[config.mk]
export PLATFORM = sky130hd
export DESIGN_NAME = fifo_wr_arbiter
export DESIGN_NICKNAME = d
export VERILOG_FILES = /design/src/rtl/fifo_arb_pkg.sv /design/src/rtl/rr_priority_picker.sv /design/src/rtl/fifo_wr_arbiter.sv
export SDC_FILE = /design/constraint.sdc
export NUM_CORES = 1
export LEC_CHECK = 0
export CORE_MARGIN = 2
export CORE_UTILIZATION = 40
export CTS_CLUSTER_DIAMETER = 80
export DETAILED_ROUTE_END_ITERATION = 6
export MAX_ROUTING_LAYER = met4
export PLACE_DENSITY_LB_ADDON = 0.15
export SETUP_SLACK_MARGIN = 0.5
export SYNTH_ARGS = -nofsm -noshare
export SYNTH_HDL_FRONTEND = slang
export SYNTH_SLANG_ARGS = --single-unit
[constraint.sdc]
create_clock -name i_Clk -period 3 [get_ports i_Clk]
set_input_delay 0.6 -clock i_Clk [delete_from_list [all_inputs] [get_ports i_Clk]]
set_output_delay 0.6 -clock i_Clk [all_outputs]
set_load 0.005 [all_outputs]
[src/rtl/fifo_arb_pkg.sv]
// Shared types and helpers for the FIFO write-port arbiter: FSM state encoding,
// width helpers and the rotating-priority search used by the picker.
package fifo_arb_pkg;

  typedef enum logic {
    ST_IDLE  = 1'b0,
    ST_BURST = 1'b1
  } state_t;

  // Upper bound on requesters the generic search function handles.
  localparam int MAX_REQ   = 32;
  localparam int MAX_IDX_W = 5;

  typedef struct packed {
    logic                 found;
    logic [MAX_IDX_W-1:0] idx;
  } rr_pick_t;

  // Counter/index width that never collapses to zero bits.
  function automatic int width_min1(input int n);
    return (n <= 1) ? 1 : $clog2(n);
  endfunction

  // First set bit of valid[0 +: n], searching upward from start and wrapping at n.
  function automatic rr_pick_t rr_pick(input logic [MAX_REQ-1:0] valid,
                                       input int n, input int start);
    rr_pick_t r;
    int       cand;
    r = '0;
    for (int k = 0; k < MAX_REQ; k++) begin
      cand = start + k;
      if (cand >= n) cand = cand - n;
      if (k < n && !r.found && valid[cand[MAX_IDX_W-1:0]]) begin
        r.found = 1'b1;
        r.idx   = cand[MAX_IDX_W-1:0];
      end
    end
    return r;
  endfunction

endpackage

[src/rtl/rr_priority_picker.sv]
// Combinational rotating-priority encoder: first valid requester at or above
// start, wrapping modulo N_REQ (explicit compare, so any N_REQ works).
module rr_priority_picker
  import fifo_arb_pkg::*;
#(
  parameter int  N_REQ = 4,
  localparam int IDX_W = width_min1(N_REQ)
) (
  input  logic [N_REQ-1:0] valid,
  input  logic [IDX_W-1:0] start,
  output logic             found,
  output logic [IDX_W-1:0] idx
);

  logic [MAX_REQ-1:0] valid_ext;
  rr_pick_t           pick;

  assign valid_ext = MAX_REQ'(valid);

  always_comb begin
    pick = rr_pick(valid_ext, N_REQ, int'(start));
  end

  assign found = pick.found;
  assign idx   = IDX_W'(pick.idx);

endmodule

[src/rtl/fifo_wr_arbiter.sv]
// Round-robin, burst-holding arbiter for the async FIFO write port. A grant
// lasts until the owner's last beat or MAX_BURST beats, then one idle cycle.
module fifo_wr_arbiter
  import fifo_arb_pkg::*;
#(
  parameter int N_REQ      = 4,
  parameter int DATA_WIDTH = 8,
  parameter int MAX_BURST  = 8
) (
  input  logic                        i_Clk,
  input  logic                        i_Rst_n,
  input  logic [N_REQ-1:0]            i_Req_Valid,
  input  logic [N_REQ*DATA_WIDTH-1:0] i_Req_Data,
  input  logic [N_REQ-1:0]            i_Req_Last,
  output logic [N_REQ-1:0]            o_Req_Ready,
  input  logic                        i_Fifo_Full,
  output logic                        o_Fifo_W_en,
  output logic [DATA_WIDTH-1:0]       o_Fifo_Data,
  output logic [N_REQ-1:0]            o_Grant,
  output logic                        o_Busy
);

  // Handshake: a beat moves when valid and ready are both high in the same
  // cycle; ready is only ever raised for the owner and only when the FIFO is
  // not full, so a requester must hold valid/data/last steady until ready.

  localparam int                IDX_W     = width_min1(N_REQ);
  localparam int                BEAT_W    = width_min1(MAX_BURST);
  localparam logic [IDX_W-1:0]  LAST_IDX  = IDX_W'(N_REQ - 1);
  localparam logic [BEAT_W-1:0] BEAT_LAST = BEAT_W'(MAX_BURST - 1);

  state_t              state_q, state_d;
  logic [IDX_W-1:0]    owner_q, owner_d;
  logic [IDX_W-1:0]    rr_ptr_q, rr_ptr_d;
  logic [BEAT_W-1:0]   beat_cnt_q, beat_cnt_d;
  logic                pick_found;
  logic [IDX_W-1:0]    pick_idx;
  logic                xfer;

  rr_priority_picker #(.N_REQ(N_REQ)) u_picker (
    .valid (i_Req_Valid),
    .start (rr_ptr_q),
    .found (pick_found),
    .idx   (pick_idx)
  );

  always_ff @(posedge i_Clk) begin
    if (!i_Rst_n) begin
      state_q    <= ST_IDLE;
      owner_q    <= '0;
      rr_ptr_q   <= '0;
      beat_cnt_q <= '0;
    end else begin
      state_q    <= state_d;
      owner_q    <= owner_d;
      rr_ptr_q   <= rr_ptr_d;
      beat_cnt_q <= beat_cnt_d;
    end
  end

  always_comb begin
    state_d     = state_q;
    owner_d     = owner_q;
    rr_ptr_d    = rr_ptr_q;
    beat_cnt_d  = beat_cnt_q;
    xfer        = 1'b0;
    o_Fifo_W_en = 1'b0;
    o_Req_Ready = '0;
    o_Grant     = '0;
    o_Busy      = 1'b0;
    // Data path is a plain mux on the owner; W_en alone qualifies it.
    o_Fifo_Data = i_Req_Data[int'(owner_q)*DATA_WIDTH +: DATA_WIDTH];

    case (state_q)
      ST_IDLE: begin
        if (pick_found) begin
          owner_d    = pick_idx;
          beat_cnt_d = '0;
          state_d    = ST_BURST;
        end
      end
      ST_BURST: begin
        o_Busy               = 1'b1;
        o_Grant[owner_q]     = 1'b1;
        xfer                 = i_Req_Valid[owner_q] & ~i_Fifo_Full;
        o_Fifo_W_en          = xfer;
        o_Req_Ready[owner_q] = xfer;
        if (xfer) begin
          // Last beat and burst cap in the same beat collapse into one exit.
          if (i_Req_Last[owner_q] || beat_cnt_q == BEAT_LAST) begin
            state_d    = ST_IDLE;
            rr_ptr_d   = (owner_q == LAST_IDX) ? '0 : owner_q + 1'b1;
            beat_cnt_d = '0;
          end else begin
            beat_cnt_d = beat_cnt_q + 1'b1;
          end
        end
      end
      default: state_d = ST_IDLE;
    endcase
  end

endmodule
==> results of run 1 <==
kinds of logic after synthesis:
| family | count (synthesis) | synth area share, % |
|---|---|---|
| muxes | 17 | 30.3 |
| DFF | 8 | 15.7 |
| adders and majority gates | 10 | 12.3 |
| and+or+nand+nor | 30 | 17.7 |
| buffers and inverters | 10 | 7.13 |
| AOI/OAI and AO/OA | 22 | 16.8 |
registers in the layout (all words and copies together) (netlist names):
| name | cells |
|---|---|
| beat_cnt_q | 3 |
| owner_q | 2 |
| rr_ptr_q | 2 |
| state_q | 1 |
through the flow:
stage / instances / utilization, % / hold WS, ps / total power [mW]
floorplan: 97 / - / 449 / 0.240
global placement: 190 / 67.6 / 464 / 0.361
detailed placement: 190 / 67.6 / 475 / 0.366
CTS: 193 / 67.8 / 482 / 0.434
global route: 194 / 67.6 / 504 / 0.464
finish: 194 / 67.6 / 476 / 0.431
critical path, cell delays in order:
cell and delay (ps):
dlygate4sd2_1 240, mux4_2 470, nor3b_4 180, buf_6 120
clkdlybuf4s15_1 190
cell type report:
type / instances / area share [%]
multi-input cells: 79 / 47.1
repair buffers: 68 / 38.2
flip-flops and latches: 8 / 9.73
well taps: 30 / 2.26
clock buffers: 3 / 1.36
inverters: 6 / 1.36
power groups by stage:
stage | clock, mW | sequential [mW] | combinational (mW)
after floorplan | 0 | 0.122 | 0.118
final | 0.0804 | 0.122 | 0.229
after global placement | 0 | 0.123 | 0.238
after detailed placement | 0 | 0.123 | 0.243
after global routing | 0.0911 | 0.123 | 0.250
after CTS | 0.0830 | 0.121 | 0.229
final timing paths:
kind         cells past startpoint             to            from
max                              5    o_Fifo_W_en  i_Req_Valid[3]
min                              2  beat_cnt_q[2]   beat_cnt_q[2]
max reg2reg                      7     owner_q[0]     rr_ptr_q[0]
min reg2reg                      2  beat_cnt_q[2]   beat_cnt_q[2]
synth_stat cells, types with 2 or more instances:
master and count:
a21oi_1 3, mux4_1 3, mux2_2 2, o31ai_1 2, dfxtp_1 8, nor2_1 3, and2_1 6, clkbuf_8 2
and2_2 4, ha_1 10, a31oi_1 3, or3_1 5, a211oi_1 3, inv_1 6, mux4_2 7, o32ai_1 3
nand2_1 7, mux2i_1 5
routing by layer:
layer  wire length (µm)  part of all wire (%)  up-vias
met5                  0                     0        -
met4                 31                   1.1        0
met3                350                    12        6
met2               1360                    47       59
met1               1120                    39      501
li1                   -                     -      517
timing repair:
action,4_1_cts,5_1_grt
cloned,0,0
pin swaps,0,0
setup endpoints to repair,13,9
gates resized for setup,22,8
buffers inserted,0,1
endpoints found under the hold margin,0,0
==> impl_metrics.csv, run 1 <==
group,metric,value,unit
logic_synthesis,synth_cell_type_count,33,
clock_network,tritoncts,"built",
logic_synthesis,synth_area,1020,µm²
finish,n_fill_cell,214,
worst_setup_path,crit_type,"input port to output port",
worst_setup_path,critPathLaunchType,"input port",
power_and_ir_drop,power_frac_comb,53.1,%
clock_network,clk_latency,250,ps
sta,slew_headroom,69.7,%
worst_setup_path,worst_setup_path_end_kind,"output port",
grt,grt.overflow.total,0,
finish,area_delta_synth_final,62.9,%
finish,final_cell_area,1660,µm²
sta,clock.fmax,416,MHz
finish,multi_input_area,782,µm²
route,via_per_inst,5.58,
logic_synthesis,synth_edf_count,0,
sta,fin_crit,2400,ps
floorplanning,start_util,41.5,%
logic_synthesis,yosysSeqAreaShare,15.7,%
logic_synthesis,yosys-top-cells-area,"dfxtp_1 16%, mux4_2 15%, ha_1 12%",
floorplanning,row_count,18,
sta,rsz0062_at_grt,"no",
clock_network,cts-root-buf,"clkbuf_4",
logic_synthesis,syn_area_per_cell,10.5,µm²
floorplanning,die_x,54.5,µm
route,drc_errors,0,
sta,clock_skew,6.04,ps
finish,final_cell_mix,"43 x clkdlybuf4s50_1, 12 x dlygate4sd2_1, 10 x ha_1, 8 x mux4_2",
power_and_ir_drop,p_sw,127,µW
grt,grt_util_met3,5.46,%
place,place_congestion,0.852,
logic_synthesis,synthCells,97,
route,antenna_left,0,
grt,grt-busiest-layer,"met2",
grt,grt_max_degree,15,
route,wire_per_inst,14.7,µm
floorplanning,io-pin-count,61,
worst_setup_path,ff2ff_setup_slack,710,ps
finish,nets,219,
route,dr.first_iter.drc_count,13,
power_and_ir_drop,p_seq_share,28.3,%
finish,final_common_cell,"clkdlybuf4s50_1",
power_and_ir_drop,intPower,304,µW
finish,num_antenna_cells,0,
logic_synthesis,synth_top_area_share,15.7,%
worst_setup_path,arrival,1800,ps
grt,antenna_found_initial,0,
sta,setup_viol,0,
sta,worst_pin_slew,450,ps
place,dp_slack,49.8,ps
grt,grt_first_pass_wirelength,4080,µm
place,hpwl,2350,µm
sta,slew_viol_final,0,
worst_setup_path,required,2400,ps
sta,finalCritPeriodShare,80.1,%
power_and_ir_drop,clock_power_share,18.6,%
floorplanning,coreArea,2450,µm²
route,totalWireLength,2850,µm
sta,fin_tns_setup,0,ps
logic_synthesis,async_flop_share,0,%
worst_setup_path,crit_fanout,5,
place,buffer_ports.inserted,60,
power_and_ir_drop,ir_drop,0.000202,V
grt,grt_use_total,19.6,%
power_and_ir_drop,p_per_area,260,nW/µm²
finish,seq_area,161,µm²
grt,first_global_vias,956,
clock_network,cts_buffers,3,
min_path,hold_path.class,"register to register",
power_and_ir_drop,swShare,29.4,%
run_status,status,"finished clean",
logic_synthesis,ys_ff_latch,8,
clock_network,cts_buffer_depth,2,
clock_network,holdBufCountCts,0,
clock_network,cts.sinks,8,
route,first_pass_iters,4,
job,max-cap-violations,0,
clock_network,clkTransAtPathRegs,50,ps
floorplanning,die_y,54.5,µm
sta,hold_viol,0,
logic_synthesis,synth_top_cell_by_area,"dfxtp_1",
place,dpl_cell_area,1660,µm²
logic_synthesis,ys_warn_count,0,
clock_network,ctsHtreeMaxLevel,1,
sta,setup_slack,597,ps
route,vias,1083,
grt,grt.met2_usage,34.3,%
logic_synthesis,synth_fp_nets,150,
grt,grt_use_met1,21.3,%
finish,drive_gt1_share,20.7,%
logic_synthesis,synth_ff_type,"dfxtp_1",
power_and_ir_drop,leakage,0.667,nW
floorplanning,dieArea,2970,µm²
Power figures use the tool's default switching activity.
==> run 2, diff against run 1 <==
--- a/config.mk
+++ b/config.mk
@@ -6,7 +6,7 @@
 export NUM_CORES = 1
 export LEC_CHECK = 0
 export CORE_MARGIN = 2
-export CORE_UTILIZATION = 40
+export CORE_UTILIZATION = 37
 export CTS_CLUSTER_DIAMETER = 80
 export DETAILED_ROUTE_END_ITERATION = 6
 export MAX_ROUTING_LAYER = met4
==> constraint.sdc (replaced) <==
create_clock -name i_Clk -period 2.5 [get_ports i_Clk]
set_input_delay 0.5 -clock i_Clk [delete_from_list [all_inputs] [get_ports i_Clk]]
set_output_delay 0.5 -clock i_Clk [all_outputs]
set_load 0.005 [all_outputs]
==> impl_metrics.csv, run 2 (same netlist as run 1, synthesis figures left out) <==
group,metric,value,unit
power_and_ir_drop,swShare,30.3,%
floorplanning,row_count,19,
clock_network,holdBufCountCts,0,
sta,slew_headroom,53.5,%
power_and_ir_drop,power,571,µW
floorplanning,coreArea,2690,µm²
worst_setup_path,cp_cell_sequence,"mux4_2, nor3b_4, and2_4, buf_6",
clock_network,cts_buffer_depth,2,
clock_network,clk_latency,250,ps
sta,setup_viol,0,
clock_network,ctsHtreeMaxLevel,1,
sta,setup_slack,426,ps
grt,antenna_found_initial,0,
power_and_ir_drop,ir_drop,0.000207,V
finish,drive_gt1_share,37.4,%
min_path,hold_path.class,"register to register",
sta,worst_pin_slew,692,ps
floorplanning,die_y,56.5,µm
sta,fin_tns_setup,0,ps
route,drc_errors,0,
power_and_ir_drop,power_frac_comb,57.4,%
power_and_ir_drop,p_seq_share,25.3,%
route,first_pass_iters,4,
floorplanning,io-pin-count,61,
floorplanning,dieArea,3190,µm²
finish,final_cell_mix,"30 x clkdlybuf4s50_1, 14 x buf_4, 10 x buf_2, 8 x mux4_2",
finish,fin_util,67.7,%
power_and_ir_drop,p_per_area,314,nW/µm²
finish,largest_reg_flops,3,
worst_setup_path,crit_type,"register to output port",
route,via_per_inst,5.34,
finish,final_cell_area,1820,µm²
run_status,status,"finished clean",
place,hpwl,2420,µm
grt,grt_max_degree,12,
clock_network,tritoncts,"built",
power_and_ir_drop,intPower,398,µW
clock_network,cts-root-buf,"clkbuf_4",
finish,n_fill_cell,219,
sta,rsz0062_at_grt,"yes",
sta,timing.hold.ws,475,ps
worst_setup_path,crit_fanout,5,
route,antenna_left,0,
clock_network,clkTransAtPathRegs,50,ps
grt,grt_use_total,20.7,%
finish,reg_top3,"beat_cnt_q (3), owner_q (2), rr_ptr_q (2)",
clock_network,cts.sinks,8,
sta,slew_viol_final,0,
job,max-cap-violations,0,
grt,grt_first_pass_wirelength,5070,µm
worst_setup_path,worst_path_max_delay_cell,"mux4_2",
grt,first_global_vias,1122,
grt,grt.overflow.total,0,
sta,clock.fmax,482,MHz
worst_setup_path,cpPeakStageDelay,500,ps
place,dp_cells,195,
floorplanning,die_x,56.5,µm
place,dpl_cell_area,1690,µm²
finish,stdcell_count,205,
worst_setup_path,arrival,1570,ps
finish,area_delta_synth_final,78.6,%
worst_setup_path,critPathLaunchType,"register",
finish,final_common_cell,"clkdlybuf4s50_1",
sta,finalCritPeriodShare,83.0,%
finish,num_antenna_cells,0,
route,wire_per_inst,15.3,µm
sta,clock_skew,0.568,ps
route,dr.first_iter.drc_count,21,
power_and_ir_drop,leakage,0.807,nW
route,vias,1095,
finish,largest_register,"beat_cnt_q",
route,totalWireLength,3130,µm
worst_setup_path,required,2000,ps
power_and_ir_drop,clock_power_share,17.2,%
power_and_ir_drop,p_sw,173,µW
finish,nets,229,
place,place_congestion,0.947,
floorplanning,start_util,37.9,%
sta,fin_crit,2070,ps
place,buffer_ports.inserted,60,
worst_setup_path,worst_setup_path_end_kind,"output port",
place,dp_slack,-252,ps
clock_network,cts_buffers,3,
sta,hold_viol,0,
[run 2: per-layer routing]
layer | up-vias | global-route usage, % | share of wire, %
met5 | - | - | 0
met4 | 0 | 5.78 | 0.99
met3 | 6 | 4.61 | 6.5
met2 | 39 | 35.5 | 50
met1 | 512 | 24.2 | 42
li1 | 538 | - | -
[run 2: area by class of cell]
cell class                      count  area [µm²]  share of cell area (%)
Clock buffer                        3        22.5                    1.24
Inverter                            6        22.5                    1.24
Multi-Input combinational cell     79         820                    45.0
Sequential cell                     8         169                    9.28
Tap cell                           31        38.8                    2.13
Timing Repair Buffer               78         747                    41.1
[run 2: repair_timing]
action                                 4_1_cts  5_1_grt
endpoints found under the hold margin        0        0
gates cloned                                 1        0
buffers inserted                             4        2
resized for setup                           93       13
pin swaps                                    4        5
setup endpoints to repair                   23       18
[run 2: worst max-delay path: cells and delay by family, from the launching register on]
kind                   cells  cell delay, ps
buffers and inverters      1             110
flip-flops                 1             370
multiplexers               1             500
AND/OR/NAND/NOR            2             350
[run 2: final timing paths]
kind / from / cells past startpoint / slack [ps] / endpoint
worst min-delay path: beat_cnt_q[1] / 2 / 480 / beat_cnt_q[1]
worst max register to register: rr_ptr_q[0] / 6 / 580 / owner_q[1]
worst max-delay path: owner_q[0] / 4 / 430 / o_Req_Ready[0]
worst min register to register: beat_cnt_q[1] / 2 / 480 / beat_cnt_q[1]
[run 2: power groups by stage]
stage | combinational (mW) | sequential [mW] | clock (mW)
after floorplan | 0.141 | 0.147 | 0
after global placement | 0.294 | 0.147 | 0
after detailed placement | 0.299 | 0.147 | 0
after CTS | 0.316 | 0.145 | 0.0999
after global routing | 0.352 | 0.146 | 0.109
final | 0.328 | 0.145 | 0.0985
